$ cat config.mk
export PLATFORM = sky130hd
export DESIGN_NAME = uart_tx_queue
export DESIGN_NICKNAME = d
export VERILOG_FILES = /design/src/rtl/uart_pkg.sv /design/src/rtl/sync_fifo.sv /design/src/rtl/uart_tx_queue.sv
export SDC_FILE = /design/constraint.sdc
export NUM_CORES = 1
export LEC_CHECK = 0
export CELL_PAD_IN_SITES_DETAIL_PLACEMENT = 0
export CELL_PAD_IN_SITES_GLOBAL_PLACEMENT = 1
export CORE_MARGIN = 2
export CORE_UTILIZATION = 59
export CTS_CLUSTER_DIAMETER = 30
export CTS_CLUSTER_SIZE = 10
export DETAILED_ROUTE_END_ITERATION = 8
export DONT_BUFFER_PORTS = 1
export PLACE_DENSITY = 0.92
export SKIP_CTS_REPAIR_TIMING = 1
export SYNTH_ARGS = -nofsm -noshare
export SYNTH_HDL_FRONTEND = slang
export SYNTH_SLANG_ARGS = --single-unit
$ cat constraint.sdc
create_clock -name clk -period 7.55 [get_ports clk]
set_input_delay 0.3775 -clock clk [delete_from_list [all_inputs] [get_ports clk]]
set_output_delay 0.3775 -clock clk [all_outputs]
set_load 0.05 [all_outputs]
$ cat src/rtl/uart_pkg.sv
// Shared constants and types for the UART TX/RX byte queues.
package uart_pkg;

  localparam int unsigned UART_BYTE_W           = 8;
  localparam int unsigned QUEUE_DEPTH_DEFAULT   = 16;
  localparam int unsigned START_TIMEOUT_DEFAULT = 8;

  typedef enum logic [1:0] {
    StIdle      = 2'd0,
    StLaunch    = 2'd1,
    StWaitStart = 2'd2,
    StWaitDone  = 2'd3
  } tx_queue_state_t;

endpackage

$ cat src/rtl/sync_fifo.sv
// Single-clock FIFO with wrap-bit pointers; push when full and pop when empty are ignored.
module sync_fifo #(
  parameter int unsigned WIDTH = 8,
  parameter int unsigned DEPTH = 16,
  localparam int unsigned AW   = $clog2(DEPTH),
  localparam int unsigned PW   = AW + 1,
  localparam int unsigned LW   = $clog2(DEPTH + 1)
) (
  input  logic             clk,
  input  logic             rst_n,
  input  logic             push,
  input  logic             pop,
  input  logic [WIDTH-1:0] din,
  output logic [WIDTH-1:0] dout,
  output logic             full,
  output logic             empty,
  output logic [LW-1:0]    level
);

  logic [WIDTH-1:0] mem_q [DEPTH];
  logic [PW-1:0]    wr_ptr_q, wr_ptr_d;
  logic [PW-1:0]    rd_ptr_q, rd_ptr_d;
  logic             push_en, pop_en;

  assign level   = LW'(wr_ptr_q - rd_ptr_q);
  assign full    = (level == LW'(DEPTH));
  assign empty   = (wr_ptr_q == rd_ptr_q);
  assign push_en = push && !full;
  assign pop_en  = pop && !empty;
  assign dout    = mem_q[rd_ptr_q[AW-1:0]];

  always_comb begin
    wr_ptr_d = wr_ptr_q + PW'(push_en);
    rd_ptr_d = rd_ptr_q + PW'(pop_en);
  end

  always_ff @(posedge clk or negedge rst_n) begin
    if (!rst_n) begin
      wr_ptr_q <= '0;
      rd_ptr_q <= '0;
    end else begin
      wr_ptr_q <= wr_ptr_d;
      rd_ptr_q <= rd_ptr_d;
    end
  end

  // Storage needs no reset; emptiness is tracked by the pointers alone.
  always_ff @(posedge clk) begin
    if (push_en) begin
      mem_q[wr_ptr_q[AW-1:0]] <= din;
    end
  end

endmodule

$ cat src/rtl/uart_tx_queue.sv
// Buffers producer bytes and feeds them one at a time to the UART transmitter,
// re-pulsing the start if the UART never acknowledges a launch.
module uart_tx_queue
  import uart_pkg::*;
#(
  parameter int unsigned DEPTH         = QUEUE_DEPTH_DEFAULT,
  parameter int unsigned START_TIMEOUT = START_TIMEOUT_DEFAULT,
  localparam int unsigned LW           = $clog2(DEPTH + 1),
  localparam int unsigned CW           = $clog2(START_TIMEOUT + 1)
) (
  input  logic                   clk,
  input  logic                   rst_n,
  input  logic                   wr_valid,
  input  logic [UART_BYTE_W-1:0] wr_data,
  output logic                   wr_ready,
  input  logic                   clr_overflow,
  output logic                   uart_transmit,
  output logic [UART_BYTE_W-1:0] uart_tx_byte,
  input  logic                   uart_is_transmitting,
  output logic [LW-1:0]          level,
  output logic                   empty,
  output logic                   overflow,
  output logic                   idle
);

  tx_queue_state_t        state_q, state_d;
  logic [UART_BYTE_W-1:0] tx_byte_q, tx_byte_d;
  logic [CW-1:0]          cnt_q, cnt_d;
  logic                   overflow_q, overflow_d;

  logic                   fifo_push, fifo_pop, fifo_full, fifo_empty;
  logic [UART_BYTE_W-1:0] fifo_dout;

  assign fifo_push = wr_valid && !fifo_full;

  sync_fifo #(
    .WIDTH (UART_BYTE_W),
    .DEPTH (DEPTH)
  ) u_fifo (
    .clk   (clk),
    .rst_n (rst_n),
    .push  (fifo_push),
    .pop   (fifo_pop),
    .din   (wr_data),
    .dout  (fifo_dout),
    .full  (fifo_full),
    .empty (fifo_empty),
    .level (level)
  );

  always_comb begin
    state_d   = state_q;
    tx_byte_d = tx_byte_q;
    cnt_d     = cnt_q;
    fifo_pop  = 1'b0;
    unique case (state_q)
      StIdle: begin
        if (!fifo_empty && !uart_is_transmitting) begin
          fifo_pop  = 1'b1;
          tx_byte_d = fifo_dout;
          state_d   = StLaunch;
        end
      end
      StLaunch: begin
        cnt_d   = '0;
        state_d = StWaitStart;
      end
      StWaitStart: begin
        if (uart_is_transmitting) begin
          state_d = StWaitDone;
        end else begin
          // No acknowledge yet: relaunch the same byte rather than drop it.
          cnt_d = cnt_q + 1'b1;
          if (cnt_d == CW'(START_TIMEOUT)) begin
            state_d = StLaunch;
          end
        end
      end
      StWaitDone: begin
        if (!uart_is_transmitting) begin
          state_d = StIdle;
        end
      end
      default: state_d = StIdle;
    endcase
  end

  // A write refused for fullness beats a same-cycle clear.
  always_comb begin
    overflow_d = overflow_q;
    if (wr_valid && fifo_full) begin
      overflow_d = 1'b1;
    end else if (clr_overflow) begin
      overflow_d = 1'b0;
    end
  end

  always_ff @(posedge clk or negedge rst_n) begin
    if (!rst_n) begin
      state_q    <= StIdle;
      tx_byte_q  <= '0;
      cnt_q      <= '0;
      overflow_q <= 1'b0;
    end else begin
      state_q    <= state_d;
      tx_byte_q  <= tx_byte_d;
      cnt_q      <= cnt_d;
      overflow_q <= overflow_d;
    end
  end

  assign wr_ready      = !fifo_full;
  assign uart_transmit = (state_q == StLaunch);
  assign uart_tx_byte  = tx_byte_q;
  assign empty         = fifo_empty;
  assign overflow      = overflow_q;
  assign idle          = (state_q == StIdle) && fifo_empty;

endmodule

==> flow_summary.toml <==
[logic_synthesis]
seq_area_frac_synth_pct = 70.40
synthAdderAreaFrac_pct = 2.089
synth_compound_area_share_pct = 4.691
synthArstFlopShare_pct = 16.34
synthMuxAreaShare_pct = 12.93
synth_xor_area_share_pct = 1.242
synth-simple-area-share_pct = 6.543
syn_nets = 371
syn-cell-area_um2 = 6349
avgSynthCellArea_um2 = 18.24
synthFlopType = "edfxtp_1"
ys_seq_elements = 153
synth_warnings = 0
synth_cell_types = 43
synth_top_family_by_area = "multiplexers"
syn_inst = 348
synth-edff-count = 128

[worst_setup_path]
slowest_delay_ns = 1.07
endpoint_kind = "output port"
crit_family = "flip-flops"
path_buf_inv = 2
critPathArrivalTime_ns = 4.99
start_kind = "flop"
cpMaxStageDelayCell = "dfrtp_1"
r2r_start = "u_fifo.rd_ptr_q[2]"
worstSetupPathType = "flop to output port"
path_max_fanout = 28
crit_start = "u_fifo.rd_ptr_q[2]"
critPathRequiredTime_ns = 7.17
worstPathCellList = "clkinv_1 -> ha_1 -> xor2_1 -> or3_1 -> a2111oi_4 -> inv_1"

[timing]
fin_crit_sh_pct = 71.10
rsz0062_at_grt = "false"
hold_violations = 0
drv_slew = 0
worstMarginPinSlew_ns = 1.094
clock_skew_ns = 0.005941
finalSetupTns_ns = 0
finalSetupViolations = 0
finalCriticalPeriod_ns = 5.368
fmax_mhz = 186.3
slew_headroom_pct = 27.04

[cells_and_area]
fin_nets = 389
diodes = 0
area.sequential_um2 = 4471
drive_above_1_share_pct = 22.81
layout_commonest_cell = "edfxtp_1"
fillers = 671
multi_input_area_um2 = 1752
area_growth_pct = 12.93
fin_util_pct = 69.14
final_cell_mix = "edfxtp_1 (128), mux4_2 (32), dfrtp_1 (24)"

[drt]
drc = 0
dr.pass1.iters = 5
met2_wirelength_um = 6567
wirelength_um = 13100
vias = 3297
post_drt_via_cell_ratio = 6.427
wl_met3_um = 882
drt_iter0_markers = 433
dr.max_layer_used = "met4"
met1_length_um = 5472
antenna_left = 0
wl_per_cell_um = 25.53

[global_routing]
grt_usage_pct = 24.55
grt_max_degree = 35
grt_pass1_wl_um = 19810
grt_pass1_vias = 3347
antenna_found_initial = 0
grt-ovfl-total = 0

[power]
p_leak_uw = 0.002460
p_per_area_nw_per_um2 = 418.3
peakVddDrop_v = 0.0003350

[floorplanning]
die_h_um = 107.7
fp.dieArea_um2 = 11610
start_util_pct = 61.22
io_pins = 31
core-area_um2 = 10370
rows = 37
dieWidth_um = 107.7

[cts]
cts-root-buf = "clkbuf_8"
cts_sinks = 153
clockBufferDepth = 2
cts_tree = "built"
numCtsBuffers = 17
htreeDepth = 4
clk_pin_slew_ns = 0.06
clk_latency_ns = 0.53

[outcome]
status = "complete, no violations"

[placed_design]
portBuffers = 0
place_congestion = 0.7861
dp_hpwl_um = 8071

[run]
max_cap_violations = 0

[min_path]
hold_start = "clr_overflow"
hold_class = "input pin to flop"
==> worst register-to-register path: stages (launching register included) <==
cell,delay [ns]
dfrtp_1,1.07
clkinv_1,0.56
ha_1,0.53
xor2_1,0.34
or3_1,0.47
a2111oi_4,0.98
nor2b_1,0.12
ha_1,0.25
ha_1,0.20
xor2_1,0.15
==> synthesized netlist by cell type, types with 6 or more instances <==
master | count | share of area [%]
a211oi_1 | 7 | 0.83
and2_1 | 9 | 0.89
and4b_1 | 7 | 1.1
and4b_2 | 9 | 1.6
clkbuf_1 | 8 | 0.47
dfrtp_1 | 25 | 9.9
edfxtp_1 | 128 | 61
ha_1 | 9 | 1.8
inv_1 | 14 | 0.83
mux2_2 | 8 | 1.4
mux4_2 | 32 | 11
nand3_1 | 6 | 0.47
nor2_1 | 8 | 0.47
nor2b_1 | 6 | 0.59
o21ai_0 | 13 | 1.0
o22ai_1 | 8 | 0.79
==> per-layer routing <==
layer	vias to the layer above	track usage, %
met5	-	0
met4	0	8.516
met3	15	7.385
met2	136	38.86
met1	1712	32.80
li1	1434	-
==> path summary, 6_finish.rpt <==
check                                     end  slack, ns  depth (start not counted)
setup / recovery                     wr_ready       2.18                          6
hold reg to reg            u_fifo.wr_ptr_q[4]       0.49                          1
setup reg to reg           u_fifo.wr_ptr_q[2]       2.76                          9
hold / removal                       overflow       0.04                          2
min in group asynchronous            cnt_q[2]       0.29                          2
max in group asynchronous  u_fifo.rd_ptr_q[0]       7.10                          2
==> cell type report <==
type,instances,area share [%]
inverter,17,0.8901
multi-input combinational,163,24.43
timing repair buffer,14,2.024
sequential,153,62.36
clock buffer,18,5.829
clock inverter,12,2.094
tap,136,2.373
==> sequential cells by signal (all words and copies together), names as in the netlist <==
signal	count
u_fifo.rd_ptr_q	5
cnt_q	4
u_fifo.wr_ptr_q	5
uart_tx_byte	8
u_fifo.mem_q	128
state_q	2
overflow	1
==> logic make-up after synthesis <==
kind of cell / Yosys count
AO/OA/AOI/OAI: 43
XOR/XNOR: 9
adder cells (fa/ha/maj): 10
buffers and inverters: 32
flip-flops: 153
multiplexers: 41
AND/OR/NAND/NOR: 60
==> per-stage QoR <==
stage	hold slack [ns]	std cells	total power (uW)	area [um2]	setup WS, ns
after global placement	0.08245	471	2143	6471	2.992
after global routing	0.02584	513	3120	7169	2.003
after floorplan	0.08191	348	1975	6349	3.964
after detailed placement	0.08254	471	2173	6471	2.819
final	0.04226	513	2999	7169	2.182
after CTS	-0.4854	501	2993	7039	2.268
==> where the power goes <==
part | internal (uW) | switching (uW)
Combinational | 362 | 549
Clock | 498 | 316
Sequential | 1050 | 227
Total | 1910 | 1090
(Power assumes the default switching activity.)
